`src/rtl/dvp_capture_if.sv`:
```
// Camera-side inputs and pixel-side outputs of dvp_capture, grouped as one bundle.
// Stats ports exist only when DVP_CAPTURE_STATS_EN is defined.
interface dvp_capture_if;
   logic [7:0]  data_cam;
   logic        VSYNC_cam;
   logic        HREF_cam;
   logic [15:0] pix_data;
   logic        pix_valid;
   logic [15:0] pix_x;
   logic [15:0] line_y;
   logic        frame_start;
   logic        frame_end;
   logic        frame_err;
`ifdef DVP_CAPTURE_STATS_EN
   logic [15:0] frame_cnt;
   logic [15:0] err_cnt;
`endif

   // Camera model / consumer side
   modport master (
      output data_cam, VSYNC_cam, HREF_cam,
      input  pix_data, pix_valid, pix_x, line_y, frame_start, frame_end, frame_err
`ifdef DVP_CAPTURE_STATS_EN
      , input frame_cnt, err_cnt
`endif
   );

   // Capture block side
   modport slave (
      input  data_cam, VSYNC_cam, HREF_cam,
      output pix_data, pix_valid, pix_x, line_y, frame_start, frame_end, frame_err
`ifdef DVP_CAPTURE_STATS_EN
      , output frame_cnt, err_cnt
`endif
   );
endinterface

```
`src/rtl/dvp_capture.sv`:
```
// DVP camera capture: registers the camera bus, assembles pixels and tracks frame geometry.
// Optional frame/error counters are enabled with DVP_CAPTURE_STATS_EN.
module dvp_capture #(
   parameter int COLOR_MODE = 2,
   parameter int H_PIX      = 640,
   parameter int V_LINES    = 480
) (
   input logic          PCLK_cam,
   input logic          rst,
   dvp_capture_if.slave bus
);

   localparam int unsigned W_CNT = 16;
   localparam logic [W_CNT-1:0] C_H_PIX   = W_CNT'(H_PIX);
   localparam logic [W_CNT-1:0] C_V_LINES = W_CNT'(V_LINES);
   localparam logic [W_CNT-1:0] C_MAX     = {W_CNT{1'b1}};
   localparam bit C_RGB = (COLOR_MODE == 2);

   typedef enum logic [1:0] {WAIT_VS, VS_HIGH, ACTIVE, LINE} state_t;

   function automatic logic [W_CNT-1:0] sat_inc(input logic [W_CNT-1:0] v);
      return (v == C_MAX) ? v : v + W_CNT'(1);
   endfunction

   // input stage
   logic [7:0] r_data;
   logic       r_vs;
   logic       r_href;

   state_t r_state, w_state_nxt;
   logic   w_frame_begin;

   // line/frame tracking
   logic [7:0]       r_hi;
   logic             r_phase;
   logic [W_CNT-1:0] r_x;
   logic [W_CNT-1:0] r_y;
   logic             r_err_acc;
   logic             r_started;

   // assembled pixel, one stage ahead of the outputs
   logic             r_s2_vld;
   logic             r_s2_first;
   logic [15:0]      r_s2_word;
   logic [W_CNT-1:0] r_s2_x;
   logic [W_CNT-1:0] r_s2_y;

   logic [15:0]      r_pix_data;
   logic             r_pix_valid;
   logic [W_CNT-1:0] r_pix_x;
   logic [W_CNT-1:0] r_line_y;
   logic             r_frame_start;
   logic             r_frame_end;
   logic             r_frame_err;

   logic             w_in_frame;
   logic             w_cap;
   logic             w_phase;
   logic             w_pix;
   logic             w_close;
   logic             w_line_err;
   logic [W_CNT-1:0] w_y_nxt;
   logic             w_frame_end;
   logic             w_frame_err;
   logic [15:0]      w_pix_word;

   always_ff @(posedge PCLK_cam or posedge rst) begin
      if (rst) begin
         r_data <= '0;
         r_vs   <= 1'b0;
         r_href <= 1'b0;
      end else begin
         r_data <= bus.data_cam;
         r_vs   <= bus.VSYNC_cam;
         r_href <= bus.HREF_cam;
      end
   end

   always_ff @(posedge PCLK_cam or posedge rst) begin
      if (rst) r_state <= WAIT_VS;
      else     r_state <= w_state_nxt;
   end

   // A frame only opens on a full VSYNC high-then-low, so a partial frame is never captured
   always_comb begin
      w_state_nxt   = r_state;
      w_frame_begin = 1'b0;
      case (r_state)
         WAIT_VS: if (r_vs) w_state_nxt = VS_HIGH;
         VS_HIGH: begin
            if (!r_vs) begin
               w_state_nxt   = ACTIVE;
               w_frame_begin = 1'b1;
            end
         end
         ACTIVE: begin
            if (r_vs)        w_state_nxt = VS_HIGH;
            else if (r_href) w_state_nxt = LINE;
         end
         LINE: begin
            if (r_vs)         w_state_nxt = VS_HIGH;
            else if (!r_href) w_state_nxt = ACTIVE;
         end
         default: w_state_nxt = WAIT_VS;
      endcase
   end

   // Byte qualification, line close and end-of-frame decisions
   always_comb begin
      w_in_frame  = (r_state == ACTIVE) || (r_state == LINE);
      w_cap       = w_in_frame && r_href && !r_vs;
      w_phase     = (r_state == LINE) ? r_phase : 1'b0;
      w_pix       = w_cap && (!C_RGB || w_phase);
      w_close     = (r_state == LINE) && (!r_href || r_vs);
      w_line_err  = w_close && ((r_x != C_H_PIX) || (C_RGB && r_phase) || r_vs);
      w_y_nxt     = w_close ? sat_inc(r_y) : r_y;
      w_frame_end = w_in_frame && r_vs && r_started && (w_y_nxt != '0);
      w_frame_err = w_frame_end && (r_err_acc || w_line_err || (w_y_nxt != C_V_LINES));
      w_pix_word  = C_RGB ? {r_hi, r_data} : {8'h00, r_data};
   end

   always_ff @(posedge PCLK_cam or posedge rst) begin
      if (rst) begin
         r_hi       <= '0;
         r_phase    <= 1'b0;
         r_x        <= '0;
         r_y        <= '0;
         r_err_acc  <= 1'b0;
         r_started  <= 1'b0;
         r_s2_vld   <= 1'b0;
         r_s2_first <= 1'b0;
         r_s2_word  <= '0;
         r_s2_x     <= '0;
         r_s2_y     <= '0;
      end else begin
         if (w_frame_begin) begin
            r_x       <= '0;
            r_y       <= '0;
            r_err_acc <= 1'b0;
            r_started <= 1'b0;
            r_phase   <= 1'b0;
         end else begin
            if (w_cap && C_RGB) begin
               if (!w_phase) begin
                  r_hi    <= r_data;
                  r_phase <= 1'b1;
               end else begin
                  r_phase <= 1'b0;
               end
            end
            if (w_pix) begin
               r_x       <= sat_inc(r_x);
               r_started <= 1'b1;
            end
            // A dangling high byte is dropped here simply by clearing the phase
            if (w_close) begin
               r_x       <= '0;
               r_y       <= w_y_nxt;
               r_phase   <= 1'b0;
               r_err_acc <= r_err_acc | w_line_err;
            end
         end
         r_s2_vld   <= w_pix;
         r_s2_first <= w_pix && !r_started;
         r_s2_word  <= w_pix_word;
         r_s2_x     <= r_x;
         r_s2_y     <= r_y;
      end
   end

   always_ff @(posedge PCLK_cam or posedge rst) begin
      if (rst) begin
         r_pix_data    <= '0;
         r_pix_valid   <= 1'b0;
         r_pix_x       <= '0;
         r_line_y      <= '0;
         r_frame_start <= 1'b0;
         r_frame_end   <= 1'b0;
         r_frame_err   <= 1'b0;
      end else begin
         r_pix_valid   <= r_s2_vld;
         r_frame_start <= r_s2_vld && r_s2_first;
         r_frame_end   <= w_frame_end;
         r_frame_err   <= w_frame_err;
         if (r_s2_vld) begin
            r_pix_data <= r_s2_word;
            r_pix_x    <= r_s2_x;
            r_line_y   <= r_s2_y;
         end
      end
   end

   assign bus.pix_data    = r_pix_data;
   assign bus.pix_valid   = r_pix_valid;
   assign bus.pix_x       = r_pix_x;
   assign bus.line_y      = r_line_y;
   assign bus.frame_start = r_frame_start;
   assign bus.frame_end   = r_frame_end;
   assign bus.frame_err   = r_frame_err;

`ifdef DVP_CAPTURE_STATS_EN
   logic [W_CNT-1:0] r_frame_cnt;
   logic [W_CNT-1:0] r_err_cnt;

   // Counters follow the registered pulses, so they update the cycle after each pulse
   always_ff @(posedge PCLK_cam or posedge rst) begin
      if (rst) begin
         r_frame_cnt <= '0;
         r_err_cnt   <= '0;
      end else begin
         if (r_frame_end) r_frame_cnt <= r_frame_cnt + W_CNT'(1);
         if (r_frame_err) r_err_cnt   <= r_err_cnt + W_CNT'(1);
      end
   end

   assign bus.frame_cnt = r_frame_cnt;
   assign bus.err_cnt   = r_err_cnt;
`endif

endmodule

```
`src/flat_wrapper.sv`:
```
// flat-port wrapper written by rule: the top's interface ports become plain ports
module dvp_capture_flat 
#(
   parameter int COLOR_MODE = 2,
   parameter int H_PIX      = 640,
   parameter int V_LINES    = 480
)
  (PCLK_cam, rst, bus_data_cam, bus_VSYNC_cam, bus_HREF_cam, bus_pix_data, bus_pix_valid, bus_pix_x, bus_line_y, bus_frame_start, bus_frame_end, bus_frame_err);
  dvp_capture_if bus_i ();
  input logic PCLK_cam;
  input logic rst;
  input wire logic [$bits(bus_i.data_cam)-1:0] bus_data_cam;
  input wire logic [$bits(bus_i.VSYNC_cam)-1:0] bus_VSYNC_cam;
  input wire logic [$bits(bus_i.HREF_cam)-1:0] bus_HREF_cam;
  output wire logic [$bits(bus_i.pix_data)-1:0] bus_pix_data;
  output wire logic [$bits(bus_i.pix_valid)-1:0] bus_pix_valid;
  output wire logic [$bits(bus_i.pix_x)-1:0] bus_pix_x;
  output wire logic [$bits(bus_i.line_y)-1:0] bus_line_y;
  output wire logic [$bits(bus_i.frame_start)-1:0] bus_frame_start;
  output wire logic [$bits(bus_i.frame_end)-1:0] bus_frame_end;
  output wire logic [$bits(bus_i.frame_err)-1:0] bus_frame_err;
  assign bus_i.data_cam = bus_data_cam;
  assign bus_i.VSYNC_cam = bus_VSYNC_cam;
  assign bus_i.HREF_cam = bus_HREF_cam;
  assign bus_pix_data = bus_i.pix_data;
  assign bus_pix_valid = bus_i.pix_valid;
  assign bus_pix_x = bus_i.pix_x;
  assign bus_line_y = bus_i.line_y;
  assign bus_frame_start = bus_i.frame_start;
  assign bus_frame_end = bus_i.frame_end;
  assign bus_frame_err = bus_i.frame_err;
  dvp_capture #(.COLOR_MODE(COLOR_MODE), .H_PIX(H_PIX), .V_LINES(V_LINES)) u_core (.PCLK_cam(PCLK_cam), .rst(rst), .bus(bus_i));
endmodule
```
`config.mk`:
```
export PLATFORM = sky130hd
export DESIGN_NAME = dvp_capture_flat
export DESIGN_NICKNAME = d
export VERILOG_FILES = /design/src/rtl/dvp_capture_if.sv /design/src/rtl/dvp_capture.sv /design/src/flat_wrapper.sv
export SDC_FILE = /design/constraint.sdc
export NUM_CORES = 1
export LEC_CHECK = 0
export CAP_MARGIN = 5
export CORE_ASPECT_RATIO = 1.2
export CORE_MARGIN = 3
export CORE_UTILIZATION = 60
export CTS_BUF_LIST = sky130_fd_sc_hd__clkbuf_4
export DETAILED_ROUTE_END_ITERATION = 16
export DONT_BUFFER_PORTS = 1
export PLACE_DENSITY_LB_ADDON = 0.25
export RECOVER_POWER = 100
export SYNTH_ARGS = -nofsm -noshare
export SYNTH_HDL_FRONTEND = slang
export SYNTH_SLANG_ARGS = --single-unit
```
`constraint.sdc`:
```
create_clock -name PCLK_cam -period 5.9 [get_ports PCLK_cam]
set_input_delay 0.59 -clock PCLK_cam [delete_from_list [all_inputs] [get_ports PCLK_cam]]
set_output_delay 0.59 -clock PCLK_cam [all_outputs]
set_load 0.05 [all_outputs]
```
==> flow_summary.html <==
<table>
<tr><th>Metric</th><th>Value</th></tr>
<tr><th colspan="2">STA</th></tr>
<tr><td>Final Cycle Share</td><td>54.3%</td></tr>
<tr><td>Minimum setup slack in the final design</td><td>2700 ps</td></tr>
<tr><td>Fin Clk Skew</td><td>18.6 ps</td></tr>
<tr><td>Min Tclk post-route</td><td>3200 ps</td></tr>
<tr><td>Final setup fails</td><td>0</td></tr>
<tr><td>Slew @ Worst Pin</td><td>3980 ps</td></tr>
<tr><td>Number of failing hold endpoints at the final stage</td><td>0</td></tr>
<tr><td>Final setup TNS</td><td>0 ps</td></tr>
<tr><td>Number of pins exceeding their max-slew limit in the final report</td><td>147</td></tr>
<tr><td>Setup repair after global routing missed its margin</td><td>no</td></tr>
<tr><td>Worst rel slew slack</td><td>-166%</td></tr>
<tr><td>Max Clk Rate</td><td>312 MHz</td></tr>
<tr><td>Final-layout worst hold slack</td><td>88.7 ps</td></tr>
<tr><th colspan="2">GRT</th></tr>
<tr><td>All-Layer GR Usage</td><td>19.8%</td></tr>
<tr><td>Pin count of the biggest net entering global routing</td><td>96</td></tr>
<tr><td>Antenna violations before repair</td><td>0</td></tr>
<tr><td>Wire length of the first global-routing pass</td><td>16400 um</td></tr>
<tr><td>Number of global-route vias before repair</td><td>3346</td></tr>
<tr><td>Total gr overflow</td><td>0</td></tr>
<tr><th colspan="2">Synth</th></tr>
<tr><td>Post-synth net total</td><td>443</td></tr>
<tr><td>Ys async rst share</td><td>100%</td></tr>
<tr><td>Ys Warns</td><td>0</td></tr>
<tr><td>Number of different library cells in the post-synthesis netlist</td><td>52</td></tr>
<tr><td>Cell area after technology mapping</td><td>5870 um^2</td></tr>
<tr><td>Mean Syn Cell Area</td><td>13.7 um^2</td></tr>
<tr><td>Instance count of the mapped netlist</td><td>428</td></tr>
<tr><td>Count of state elements after synthesis</td><td>157</td></tr>
<tr><td>Post-synthesis sequential area ratio</td><td>66.9%</td></tr>
<tr><td>Most used flip-flop cell after synthesis</td><td>dfrtp_1</td></tr>
<tr><td>EDFF count, synth</td><td>0</td></tr>
<tr><th colspan="2">Setup path</th></tr>
<tr><td>Crit Reg-Reg Endpoint</td><td>u_core.bus.frame_err$_DFF_PP0_</td></tr>
<tr><td>Endpoint kind of the worst setup timing path</td><td>asynchronous set/reset pin</td></tr>
<tr><td>Number of buffer and inverter stages on the critical path</td><td>2</td></tr>
<tr><td>CP Data Required Time</td><td>6470 ps</td></tr>
<tr><td>Number of logic stages on the critical path including buffering</td><td>2</td></tr>
<tr><td>Top cell family by delay on the critical path</td><td>buffers and inverters</td></tr>
<tr><td>R2R Path Start</td><td>u_core.r_y[0]$_DFFE_PP0P_</td></tr>
<tr><td>Largest fanout on the critical path</td><td>95</td></tr>
<tr><td>Crit path capture</td><td>u_core.bus.line_y[4]$_DFFE_PP0P_</td></tr>
<tr><td>Category of the most critical setup path</td><td>primary input to asynchronous set/reset pin</td></tr>
<tr><td>Standard cell with the maximum stage delay on the critical path</td><td>clkinvlp_2</td></tr>
<tr><td>CP Data Arrival Time</td><td>3770 ps</td></tr>
<tr><td>Critical path, cell by cell</td><td>clkinvlp_2 &gt; buf_4</td></tr>
<tr><td>Timing startpoint of the critical path</td><td>rst</td></tr>
<tr><td>Count of cells along the worst register-to-register path</td><td>8</td></tr>
<tr><td>Slack of the worst reg-to-reg path</td><td>2700 ps</td></tr>
<tr><td>Largest stage delay, worst path</td><td>2170 ps</td></tr>
<tr><td>Nature of the critical path startpoint</td><td>primary input</td></tr>
<tr><th colspan="2">Cells and area</th></tr>
<tr><td>Core utilization of the finished layout</td><td>67.5%</td></tr>
<tr><td>Final standard cell area without fillers</td><td>6260 um^2</td></tr>
<tr><td>Most common cell after layout, fill and taps aside</td><td>dfrtp_1</td></tr>
<tr><td>Area Growth Syn to Fin</td><td>6.65%</td></tr>
<tr><td>Number of antenna diodes</td><td>0</td></tr>
<tr><td>Final nets</td><td>452</td></tr>
<tr><td>Most frequent cells in the layout</td><td>157 x dfrtp_1, 58 x mux2_2, 28 x nor2_1, 26 x nand2_1, 21 x clkbuf_4</td></tr>
<tr><td>Fraction of layout cells with a size suffix above 1</td><td>22.0%</td></tr>
<tr><td>Non-filler instance count after layout</td><td>570</td></tr>
<tr><th colspan="2">Clock tree</th></tr>
<tr><td>Post-CTS Resized</td><td>0</td></tr>
<tr><td>CTS hold repair buffers</td><td>0</td></tr>
<tr><td>Inserted Clock Buffers</td><td>17</td></tr>
<tr><td>Total number of clock tree sinks</td><td>157</td></tr>
<tr><td>Clock insertion delay at the later pin of the skew report</td><td>520 ps</td></tr>
<tr><td>Clock root buffer</td><td>clkbuf_4</td></tr>
<tr><td>Post-CTS Setup Inserts</td><td>0</td></tr>
<tr><td>Clk buf depth</td><td>2</td></tr>
<tr><td>TritonCTS clock tree</td><td>yes</td></tr>
<tr><td>H-tree level count</td><td>4</td></tr>
<tr><td>Clock transition at the registers of the reported paths</td><td>120 ps</td></tr>
<tr><th colspan="2">Detailed routing</th></tr>
<tr><td>Total detailed-routing wirelength</td><td>9880 um</td></tr>
<tr><td>First drt pass iteration count</td><td>4</td></tr>
<tr><td>Final antenna-violating net count</td><td>0</td></tr>
<tr><td>Post-detailed-route wirelength per cell</td><td>17.3 um</td></tr>
<tr><td>Average via count per standard cell</td><td>5.84</td></tr>
<tr><td>DRT iter0 DRCs</td><td>306</td></tr>
<tr><td>Highest routed layer</td><td>met4</td></tr>
<tr><td>Amount of wire on met3 after detailed routing</td><td>742 um</td></tr>
<tr><td>DRC violations left</td><td>0</td></tr>
<tr><td>Via count of the routed design</td><td>3326</td></tr>
<tr><td>Detailed-routed wire length on met2</td><td>4630 um</td></tr>
<tr><td>Met1 Wirelength</td><td>4350 um</td></tr>
<tr><th colspan="2">Placed design</th></tr>
<tr><td>Port-buffer cells</td><td>0</td></tr>
<tr><td>Last weighted congestion value of the routability-driven placer</td><td>0.942</td></tr>
<tr><td>Number of instances in the placed design</td><td>538</td></tr>
<tr><td>HPWL after detailed placement</td><td>6570 um</td></tr>
<tr><td>Post-place setup slack</td><td>3340 ps</td></tr>
<tr><td>Placed Instance Area</td><td>5990 um^2</td></tr>
<tr><th colspan="2">Pwr</th></tr>
<tr><td>PnR Total Power</td><td>2.11 mW</td></tr>
<tr><td>Maximum vdd ir drop</td><td>0.136 mV</td></tr>
<tr><td>Static leakage</td><td>2.95 nW</td></tr>
<tr><td>Power Dens Cells</td><td>337 nW/um^2</td></tr>
<tr><th colspan="2">Hold path</th></tr>
<tr><td>Worst min-delay path category</td><td>primary input to flip-flop</td></tr>
<tr><th colspan="2">Floorplan</th></tr>
<tr><td>Number of I/O pins</td><td>64</td></tr>
<tr><td>Area of the core</td><td>9270 um^2</td></tr>
<tr><td>Die boundary width</td><td>96.3 um</td></tr>
<tr><td>Die extent in y</td><td>114 um</td></tr>
<tr><td>Initial standard-cell utilization of the core</td><td>63.3%</td></tr>
<tr><td>Number of standard-cell rows in the floorplan</td><td>38</td></tr>
<tr><td>Die footprint</td><td>11000 um^2</td></tr>
<tr><th colspan="2">Outcome</th></tr>
<tr><td>Outcome</td><td>finished with violations</td></tr>
<tr><td>Violated checks</td><td>max-capacitance violations, max-slew violations</td></tr>
<tr><th colspan="2">Job</th></tr>
<tr><td>Number of maximum-capacitance constraint violations</td><td>2</td></tr>
</table>
-- worst min-delay path by stage --
stage	start	end	slack, ps	cells past startpoint
floorplan	u_core.r_hi[2]$_DFFE_PP0P_	u_core.r_s2_word[10]$_DFF_PP0_	350	0
CTS	bus_data_cam[6]	u_core.r_data[6]$_DFF_PP0_	50	0
finish	bus_data_cam[3]	u_core.r_data[3]$_DFF_PP0_	90	0
global route	bus_data_cam[6]	u_core.r_data[6]$_DFF_PP0_	9	0
global placement	u_core.r_hi[5]$_DFFE_PP0P_	u_core.r_s2_word[13]$_DFF_PP0_	350	0
detailed placement	u_core.r_hi[3]$_DFFE_PP0P_	u_core.r_s2_word[11]$_DFF_PP0_	360	0
-- sequential cells by signal, summed over array words and instances, names as in the netlist, 2 cells and up --
name,flops
u_core.bus.line_y,16
u_core.bus.pix_data,16
u_core.bus.pix_x,16
u_core.r_data,8
u_core.r_hi,8
u_core.r_s2_word,16
u_core.r_s2_x,16
u_core.r_s2_y,16
u_core.r_state,2
u_core.r_x,16
u_core.r_y,16
-- area by class of cell --
type | count | area [um^2]
Clock buffer | 21 | 158
Clock inverter | 11 | 166
Fill cell | 645 | 3010
Inverter | 9 | 35.0
Multi-Input combinational cell | 250 | 1810
Sequential cell | 157 | 3930
Tap cell | 120 | 150
Timing Repair Buffer | 2 | 15.0
-- kinds of logic (layout without fill, tap and decap cells) --
logic type               after synthesis  count (layout)  share of synthesized area, %
flip-flops                           157             157                          66.9
multiplexers                          61              61                          11.6
XOR/XNOR                              17              17                          2.54
AO/OA/AOI/OAI                         46              46                          4.86
buffers and inverters                 21              43                          1.39
AND/OR/NAND/NOR                      123             123                          12.0
adder cells (fa/ha/maj)                3               3                         0.639
-- power breakdown --
part | internal [mW] | total, mW | leakage, nW | switching [mW]
clock | 0.355 | 0.696 | 0.171 | 0.342
sequential | 1.15 | 1.30 | 2.10 | 0.148
combinational | 0.0523 | 0.114 | 0.679 | 0.0613
total | 1.56 | 2.11 | 2.95 | 0.551
-- synth_stat cells (2+ instances only) --
library cell / instances / area share (%)
dfrtp_1: 157 / 67
mux2_2: 58 / 11
nor2_1: 28 / 1.8
nand2_1: 26 / 1.7
o21ai_0: 15 / 1.3
a21oi_1: 14 / 1.2
nand3_1: 14 / 1.2
nand4_1: 10 / 1.1
xnor2_1: 10 / 1.5
inv_1: 9 / 0.58
nor3_1: 7 / 0.60
xor2_1: 7 / 1.0
clkbuf_1: 6 / 0.38
nor4_1: 5 / 0.53
or3_1: 5 / 0.53
and3_1: 4 / 0.43
buf_1: 4 / 0.26
a21o_1: 3 / 0.38
ha_1: 3 / 0.64
mux2i_1: 3 / 0.51
a22o_1: 2 / 0.30
a31oi_1: 2 / 0.21
buf_2: 2 / 0.17
nand2b_1: 2 / 0.21
nand4_2: 2 / 0.43
nor3b_1: 2 / 0.26
nor4_4: 2 / 0.72
o211ai_1: 2 / 0.26
-- metal layers --
layer  up-vias  GRT usage, %
met5         -             0
met3        17          6.71
li1       1539             -
met2       111          29.3
met1      1659          27.2
met4         0          7.76
Note: power is estimated with default switching activity, not from simulation.
